--- src/rtl/ans_ltf_pkg.sv ---
// Shared state encoding, scale codes and component arithmetic for the ANS LTF generator.
package ans_ltf_pkg;

   typedef enum logic [2:0] {
      IDLE,
      LOAD,
      WAIT,
      BUFFER,
      EMIT
   } state_t;

   localparam logic [1:0] SC_X1 = 2'b00;
   localparam logic [1:0] SC_D8 = 2'b01;
   localparam logic [1:0] SC_D2 = 2'b10;
   localparam logic [1:0] SC_D4 = 2'b11;

   // Arithmetic right shift selected by a 2-bit scale code (operand pre-sign-extended).
   function automatic logic signed [31:0] asr_code(input logic signed [31:0] x,
                                                   input logic [1:0]         code);
      logic signed [31:0] r;
      case (code)
         SC_D8:   r = x >>> 3;
         SC_D2:   r = x >>> 1;
         SC_D4:   r = x >>> 2;
         default: r = x;
      endcase
      return r;
   endfunction

   // Two's complement negate of a w-bit value; the most negative value maps to the maximum.
   function automatic logic signed [31:0] sat_neg(input logic signed [31:0] x,
                                                  input int unsigned        w);
      logic signed [31:0] lim;
      lim = 32'sd1 <<< (w - 1);
      if (x == -lim) return lim - 32'sd1;
      return -x;
   endfunction

endpackage

--- src/rtl/ans_ltf_sym_buf.sv ---
// One-symbol sample buffer: synchronous write, registered read with cyclic-prefix
// index mapping and per-component saturating negation.
module ans_ltf_sym_buf
   import ans_ltf_pkg::*;
#(
   parameter int unsigned NFFT   = 64,
   parameter int unsigned CP_LEN = 16,
   parameter int unsigned IQ_W   = 16
)(
   input  logic                              clk,
   input  logic                              reset,
   input  logic                              wr_en,
   input  logic [$clog2(NFFT)-1:0]           wr_addr,
   input  logic [2*IQ_W-1:0]                 wr_data,
   input  logic                              rd_en,
   input  logic [$clog2(NFFT+CP_LEN)-1:0]    rd_pos,
   input  logic                              rd_neg,
   output logic [2*IQ_W-1:0]                 rd_data
);

   localparam int unsigned ADDR_W = $clog2(NFFT);
   localparam int unsigned POS_W  = $clog2(NFFT + CP_LEN);

   logic [2*IQ_W-1:0]     mem [NFFT];
   logic [ADDR_W-1:0]     rd_addr;
   logic [2*IQ_W-1:0]     raw;
   logic signed [IQ_W-1:0] i_s;
   logic signed [IQ_W-1:0] q_s;
   logic [2*IQ_W-1:0]     rd_word;

   always_ff @(posedge clk) begin
      if (wr_en) mem[wr_addr] <= wr_data;
   end

   // Prefix samples come from the tail of the symbol; a same-cycle write is forwarded.
   always_comb begin
      if (rd_pos < POS_W'(CP_LEN))
         rd_addr = ADDR_W'(rd_pos + POS_W'(NFFT - CP_LEN));
      else
         rd_addr = ADDR_W'(rd_pos - POS_W'(CP_LEN));
      raw = (wr_en && (wr_addr == rd_addr)) ? wr_data : mem[rd_addr];
      i_s = raw[2*IQ_W-1:IQ_W];
      q_s = raw[IQ_W-1:0];
      if (rd_neg)
         rd_word = {IQ_W'(sat_neg(32'(i_s), IQ_W)), IQ_W'(sat_neg(32'(q_s), IQ_W))};
      else
         rd_word = raw;
   end

   always_ff @(posedge clk) begin
      if (reset)      rd_data <= '0;
      else if (rd_en) rd_data <= rd_word;
   end

endmodule

--- src/rtl/ans_ltf_multi_gen.sv ---
// Multi-symbol ANS HT-LTF generator: feeds scaled coefficients to an external IFFT, buffers
// one symbol and streams nsym copies with cyclic prefix and sign. Option: ANS_LTF_CACHE_EN.
module ans_ltf_multi_gen
   import ans_ltf_pkg::*;
#(
   parameter int unsigned NFFT     = 64,
   parameter int unsigned CP_LEN   = 16,
   parameter int unsigned NSYM_MAX = 4,
   parameter int unsigned IQ_W     = 16
)(
   input  logic                              clk,
   input  logic                              reset,
   input  logic                              start,
   input  logic [$clog2(NSYM_MAX+1)-1:0]     nsym,
   input  logic [NSYM_MAX-1:0]               sym_sign,
   input  logic [2*NFFT-1:0]                 obf_coeff,
`ifdef ANS_LTF_CACHE_EN
   input  logic                              cache_use,
`endif
   output logic [$clog2(NFFT)-1:0]           rom_addr,
   input  logic [2*IQ_W-1:0]                 rom_data,
   output logic                              ifft_ce,
   output logic [2*IQ_W-1:0]                 ifft_in,
   input  logic [2*IQ_W-1:0]                 ifft_out,
   input  logic                              ifft_sync,
   output logic                              out_valid,
   input  logic                              out_ready,
   output logic [2*IQ_W-1:0]                 out_iq,
   output logic                              out_last,
   output logic                              busy
);

   localparam int unsigned ADDR_W = $clog2(NFFT);
   localparam int unsigned SLEN   = NFFT + CP_LEN;
   localparam int unsigned POS_W  = $clog2(SLEN);
   localparam int unsigned NSYM_W = $clog2(NSYM_MAX + 1);
   localparam int unsigned SYM_W  = (NSYM_MAX > 1) ? $clog2(NSYM_MAX) : 1;

   state_t              state_q, state_n;
   logic [ADDR_W-1:0]   rom_addr_n, idx_q, idx_n;
   logic                ifft_ce_n, out_valid_n, out_last_n, busy_n;
   logic [2*IQ_W-1:0]   ifft_in_n;
   logic [SYM_W-1:0]    sym_q, sym_n, sym_last_q, sym_last_n, nxt_sym;
   logic [POS_W-1:0]    pos_q, pos_n, nxt_pos;
   logic [NSYM_MAX-1:0] sign_q, sign_n;
   logic [2*NFFT-1:0]   coeff_q, coeff_n;
   logic                full_load;

   logic                wr_en, rd_en, rd_neg;
   logic [ADDR_W-1:0]   wr_addr;
   logic [POS_W-1:0]    rd_pos;

`ifdef ANS_LTF_CACHE_EN
   logic                buf_valid_q, buf_valid_n;
`endif

   // Scale each of I and Q independently by the subcarrier's code.
   function automatic logic [2*IQ_W-1:0] scale_word(input logic [2*IQ_W-1:0] w,
                                                    input logic [1:0]        code);
      logic signed [IQ_W-1:0] i_s;
      logic signed [IQ_W-1:0] q_s;
      i_s = w[2*IQ_W-1:IQ_W];
      q_s = w[IQ_W-1:0];
      return {IQ_W'(asr_code(32'(i_s), code)), IQ_W'(asr_code(32'(q_s), code))};
   endfunction

   // Index of the final symbol: 0 requests act as 1, oversize requests clamp to NSYM_MAX.
   function automatic logic [SYM_W-1:0] last_sym(input logic [NSYM_W-1:0] n);
      if (n == '0)                return '0;
      else if (32'(n) > NSYM_MAX) return SYM_W'(NSYM_MAX - 1);
      else                        return SYM_W'(n - 1'b1);
   endfunction

   always_comb begin
      state_n     = state_q;
      rom_addr_n  = rom_addr;
      ifft_ce_n   = ifft_ce;
      ifft_in_n   = ifft_in;
      out_valid_n = out_valid;
      out_last_n  = out_last;
      idx_n       = idx_q;
      sym_n       = sym_q;
      pos_n       = pos_q;
      sym_last_n  = sym_last_q;
      sign_n      = sign_q;
      coeff_n     = coeff_q;
      full_load   = 1'b0;
      wr_en       = 1'b0;
      wr_addr     = idx_q;
      rd_en       = 1'b0;
      rd_pos      = pos_q;
      rd_neg      = sign_q[sym_q];
      nxt_sym     = sym_q;
      nxt_pos     = pos_q + 1'b1;
`ifdef ANS_LTF_CACHE_EN
      buf_valid_n = buf_valid_q;
`endif

      case (state_q)
         IDLE: begin
            if (start) begin
               sym_last_n = last_sym(nsym);
               sign_n     = sym_sign;
               coeff_n    = obf_coeff;
`ifdef ANS_LTF_CACHE_EN
               if (cache_use && buf_valid_q && (coeff_q == obf_coeff)) begin
                  state_n     = EMIT;
                  rd_en       = 1'b1;
                  rd_pos      = '0;
                  rd_neg      = sym_sign[0];
                  sym_n       = '0;
                  pos_n       = '0;
                  out_valid_n = 1'b1;
                  out_last_n  = 1'b0;
               end else begin
                  full_load   = 1'b1;
                  buf_valid_n = 1'b0;
               end
`else
               full_load = 1'b1;
`endif
            end
            // rom_addr already sits at 0, so coefficient 0 is presented with ifft_ce.
            if (full_load) begin
               state_n    = LOAD;
               ifft_ce_n  = 1'b1;
               ifft_in_n  = scale_word(rom_data, obf_coeff[1:0]);
               rom_addr_n = ADDR_W'(1);
            end
         end

         LOAD: begin
            if (rom_addr == '0) begin
               state_n   = WAIT;
               ifft_in_n = '0;
            end else begin
               ifft_in_n  = scale_word(rom_data, coeff_q[{rom_addr, 1'b0} +: 2]);
               rom_addr_n = rom_addr + 1'b1;
            end
         end

         WAIT: begin
            if (ifft_sync) begin
               wr_en   = 1'b1;
               wr_addr = '0;
               idx_n   = ADDR_W'(1);
               state_n = BUFFER;
            end
         end

         BUFFER: begin
            wr_en = 1'b1;
            idx_n = idx_q + 1'b1;
            if (idx_q == ADDR_W'(NFFT - 1)) begin
               ifft_ce_n   = 1'b0;
               state_n     = EMIT;
               rd_en       = 1'b1;
               rd_pos      = '0;
               rd_neg      = sign_q[0];
               sym_n       = '0;
               pos_n       = '0;
               out_valid_n = 1'b1;
               out_last_n  = 1'b0;
`ifdef ANS_LTF_CACHE_EN
               buf_valid_n = 1'b1;
`endif
            end
         end

         EMIT: begin
            // The read port is registered, so the next sample is fetched on each accept.
            if (out_ready) begin
               if (out_last) begin
                  state_n     = IDLE;
                  out_valid_n = 1'b0;
                  out_last_n  = 1'b0;
               end else begin
                  if (pos_q == POS_W'(SLEN - 1)) begin
                     nxt_sym = sym_q + 1'b1;
                     nxt_pos = '0;
                  end
                  rd_en      = 1'b1;
                  rd_pos     = nxt_pos;
                  rd_neg     = sign_q[nxt_sym];
                  sym_n      = nxt_sym;
                  pos_n      = nxt_pos;
                  out_last_n = (nxt_sym == sym_last_q) && (nxt_pos == POS_W'(SLEN - 1));
               end
            end
         end

         default: state_n = IDLE;
      endcase

      busy_n = (state_n != IDLE);
   end

   always_ff @(posedge clk) begin
      if (reset) begin
         state_q    <= IDLE;
         rom_addr   <= '0;
         ifft_ce    <= 1'b0;
         ifft_in    <= '0;
         out_valid  <= 1'b0;
         out_last   <= 1'b0;
         busy       <= 1'b0;
         idx_q      <= '0;
         sym_q      <= '0;
         pos_q      <= '0;
         sym_last_q <= '0;
         sign_q     <= '0;
         coeff_q    <= '0;
      end else begin
         state_q    <= state_n;
         rom_addr   <= rom_addr_n;
         ifft_ce    <= ifft_ce_n;
         ifft_in    <= ifft_in_n;
         out_valid  <= out_valid_n;
         out_last   <= out_last_n;
         busy       <= busy_n;
         idx_q      <= idx_n;
         sym_q      <= sym_n;
         pos_q      <= pos_n;
         sym_last_q <= sym_last_n;
         sign_q     <= sign_n;
         coeff_q    <= coeff_n;
      end
   end

`ifdef ANS_LTF_CACHE_EN
   always_ff @(posedge clk) begin
      if (reset) buf_valid_q <= 1'b0;
      else       buf_valid_q <= buf_valid_n;
   end
`endif

   ans_ltf_sym_buf #(
      .NFFT   (NFFT),
      .CP_LEN (CP_LEN),
      .IQ_W   (IQ_W)
   ) u_sym_buf (
      .clk     (clk),
      .reset   (reset),
      .wr_en   (wr_en),
      .wr_addr (wr_addr),
      .wr_data (ifft_out),
      .rd_en   (rd_en),
      .rd_pos  (rd_pos),
      .rd_neg  (rd_neg),
      .rd_data (out_iq)
   );

endmodule

--- config.mk ---
export PLATFORM = sky130hd
export DESIGN_NAME = ans_ltf_multi_gen
export DESIGN_NICKNAME = d
export VERILOG_FILES = /design/src/rtl/ans_ltf_pkg.sv /design/src/rtl/ans_ltf_sym_buf.sv /design/src/rtl/ans_ltf_multi_gen.sv
export SDC_FILE = /design/constraint.sdc
export NUM_CORES = 2
export LEC_CHECK = 0
export CORE_ASPECT_RATIO = 1.75
export CORE_UTILIZATION = 45
export CTS_CLUSTER_DIAMETER = 60
export DETAILED_ROUTE_END_ITERATION = 12
export SYNTH_ARGS = -nofsm -noshare
export SYNTH_HDL_FRONTEND = slang
export SYNTH_SLANG_ARGS = --single-unit
--- constraint.sdc ---
create_clock -name clk -period 5.15 [get_ports clk]
set_input_delay 1.03 -clock clk [delete_from_list [all_inputs] [get_ports clk]]
set_output_delay 1.03 -clock clk [all_outputs]
set_load 0.005 [all_outputs]
==> impl_metrics.toml <==
[global_route]
grt_max_degree = 151
grt.met1_usage_pct = 37.0
track_usage_pct = 32.2
use_met2_pct = 54.1
grt-ovfl-total = 0
met3_usage_pct = 5.56
antenna_found_initial = 14
grt.busiest_layer = "met2"
grt_pass1_wl_mm = 480
grt_pass1_vias = 64500

[logic_synthesis]
synth_edf_count = 2048
synth_area_sq_um = 93300
postSynthAreaPerCell_sq_um = 13.3
async_flop_share_pct = 0
synthTopCellsByArea = "edfxtp_1, nand2_1, dfxtp_1, nand3_1, mux2i_1"
synth_top_area_share_pct = 65.9
yosysUniqueCellTypes = 105
synth_seq_cells = 2274
synth_nets = 7254
seq_area_frac_synth_pct = 70.7
synthFlopType = "edfxtp_1"
yosysWarnings = 0
yosysTopAreaCell = "edfxtp_1"
syn_inst = 7042

[layout]
finalInstanceArea_sq_um = 112000
drive_gt1_share_pct = 17.9
areaGrowthSynthToFinish_pct = 20.3
final_nets = 8079
most-common-layout-cells = "edfxtp_1, nand2_1, buf_4"
mostFrequentLayoutCell = "edfxtp_1"

[critical_path]
slowest_delay_ns = 0.53
crit_family = "simple AND/OR/NAND/NOR gates"
start_kind = "flip-flop"
slowest_stage = "o21ai_0"
crit_type = "flip-flop to flip-flop"
path_cells = "or3b_4, or3_4, o211a_1, buf_12, buf_4, nor3_2, buf_12, buf_4, nand4_1, and4_1, a31oi_2, buf_4, inv_1, ha_1, o21ai_0, buf_4, a211oi_2"
arrival_ns = 5.79
timing.rr.end = "u_sym_buf.rd_data[17]"
r2r_slack_ns = 0.05
required_ns = 5.84
cp_max_fo = 9
crit_buf_inv = 7
r2r_cells = 17
rr_startpoint = "state_q[2]"
crit_path_frequent_cell = "buf_4"
end_kind = "flip-flop"

[cts]
holdBufCountCts = 0
clockBufferDepth = 4
clock_latency_ns = 0.88
cts_max_level = 4
cts_root_buf = "clkbuf_16"
clk_pin_slew_worst_paths_ns = 0.06
cts_tree = "built"
cts_buffers = 206
cts.sinks = 2274

[power_and_ir_drop]
p_int_uw = 29500
switchingPower_uw = 7950
power_density_nw_per_um2 = 334
leakage_uw = 0.0384
pwr-share-clk_pct = 41.7
ir_worst_vdd_mv = 0.253
total_power_uw = 37400
swShare_pct = 21.2
combPwrFrac_pct = 4.0
pwr-share-seq_pct = 54.3

[routing]
first_iter_violations = 8538
first_pass_iters = 8
vias = 66600
via_per_inst = 6.23
drc_errors = 0
antenna_left = 0
routed_wl_mm = 345
wl_per_cell_microns = 32.2

[outcome]
outcome = "complete, no violations"

[run]
maxCapViolCount = 0

[sta]
period_share_pct = 99.1
finClkSkew_ns = 0.0489
tightest_slew_ns = 1.30
fin_crit_ns = 5.10
maxSlewHeadroom_pct = 13.4
slew_violations = 0
rsz0062_at_grt = "false"
setup_viol = 0
hold_violations = 0
fmax_mhz = 196

[min_path]
holdPathEnd = "coeff_q[110]"
hp-class = "flip-flop to flip-flop"
hold_path_depth = 2
worstHoldStart = "coeff_q[110]"

[floorplanning]
dieHeight_microns = 604
start_util_pct = 45.4
core_sq_um = 206000
core.rowCount = 220
die-area_sq_um = 209000
io_pins = 278
die_w_microns = 346

[place]
placed_area_sq_um = 105000
portBuffers = 277
dpl.hpwl_mm = 222
gp_congestion = 0.957
## routing by layer
metal	up-vias	routed length [microns]	part of all wire (%)
met5	-	50	0.015
met4	10	30100	8.7
met3	1055	30700	8.9
met2	3913	166000	48
met1	33400	118000	34
li1	28200	-	-
## timing repair
item                                    CTS  global route
setup buffers                             6             7
endpoints found under the setup margin   28            31
resized for setup                         4            17
pin swaps                                 3             3
## through the flow
step                      utilization (%)  TNS, ns  worst slack (ns)  std cells  hold slack (ns)
final                                54.6        0            0.0489      10700            0.452
after global routing                 54.6        0           0.00379      10700            0.463
after CTS                            54.5        0           0.00280      10700            0.455
after detailed placement             51.3   -31.84             -1.17      10300            0.446
after global placement               51.3   -28.80            -0.987      10300            0.439
after floorplan                         -        0             0.166       7042            0.433
## kinds of logic after synthesis
kind of cell	synth area share, %
fa+ha+maj	0.118
simple gates	12.4
mux	4.72
xor+xnor	0.334
compound gates	8.80
buf+inv	2.88
flops	70.7
## power by group through the flow
stage | registers [uW] | clock network (uW) | logic [uW]
CTS | 20300 | 15700 | 1490
global placement | 20700 | 0 | 1460
finish | 20300 | 15600 | 1490
global route | 20300 | 16300 | 1610
detailed placement | 20700 | 0 | 1490
floorplan | 20700 | 0 | 666
## how the worst max path moves through the flow
stage | startpoint | to | slack [ns] | cells after the start
after floorplan | ifft_sync | u_sym_buf.mem[31][0] | 0.17 | 3
after global placement | out_ready | u_sym_buf.rd_data[15] | -0.99 | 19
after detailed placement | out_ready | u_sym_buf.rd_data[15] | -1.17 | 19
after CTS | idx_q[1] | u_sym_buf.rd_data[17] | 0.003 | 22
after global routing | state_q[2] | u_sym_buf.rd_data[28] | 0.004 | 20
final | state_q[2] | u_sym_buf.rd_data[17] | 0.05 | 17
## registers in the layout, summed over array words and instances, names as in the netlist
| signal | cells |
|---|---|
| idx_q | 6 |
| u_sym_buf.rd_data | 32 |
| sym_last_q | 2 |
| sign_q | 4 |
| sym_q | 2 |
| coeff_q | 128 |
| ifft_ce | 1 |
| busy | 1 |
| pos_q | 7 |
| out_valid | 1 |
| rom_addr | 6 |
| ifft_in | 32 |
| out_last | 1 |
| state_q | 3 |
| u_sym_buf.mem | 2048 |
## cell usage after synthesis (22+ instances only)
| master | number |
|---|---|
| nor3_1 | 36 |
| a211oi_1 | 86 |
| a32oi_1 | 121 |
| buf_1 | 48 |
| a21oi_1 | 307 |
| a221oi_1 | 38 |
| nand4_1 | 81 |
| a211oi_2 | 22 |
| a22oi_1 | 76 |
| buf_6 | 33 |
| o211ai_1 | 41 |
| and4_1 | 23 |
| and2_1 | 22 |
| a31oi_1 | 176 |
| o22ai_1 | 31 |
| and3_1 | 37 |
| nand2b_1 | 24 |
| edfxtp_1 | 2048 |
| nor2_1 | 227 |
| mux4_2 | 80 |
| nand3_1 | 477 |
| dfxtp_1 | 226 |
| clkbuf_1 | 171 |
| a2bb2oi_1 | 33 |
| o21ai_0 | 94 |
| inv_1 | 35 |
| nand2_1 | 1670 |
| mux2i_1 | 233 |
| buf_4 | 56 |
| a311oi_1 | 30 |
| buf_2 | 187 |
## worst register-to-register path, delay by kind of cell, from the launching register on
family,cells,cell delay [ns]
adder cells (fa/ha/maj),1,0.28
AO/OA/AOI/OAI,4,1.22
buffers and inverters,7,1.27
flip-flops,1,0.43
AND/OR/NAND/NOR,5,1.76
## area by class of cell
type	count	area [sq um]
diodes	7	17.5
clock buffers	241	5390
clock inverters	123	1240
fillers	16800	93400
inverters	36	135
multi-input cells	4236	25300
flip-flops and latches	2274	66000
well taps	2664	3330
repair buffers	1113	10800
Power figures use the tool's default switching activity.
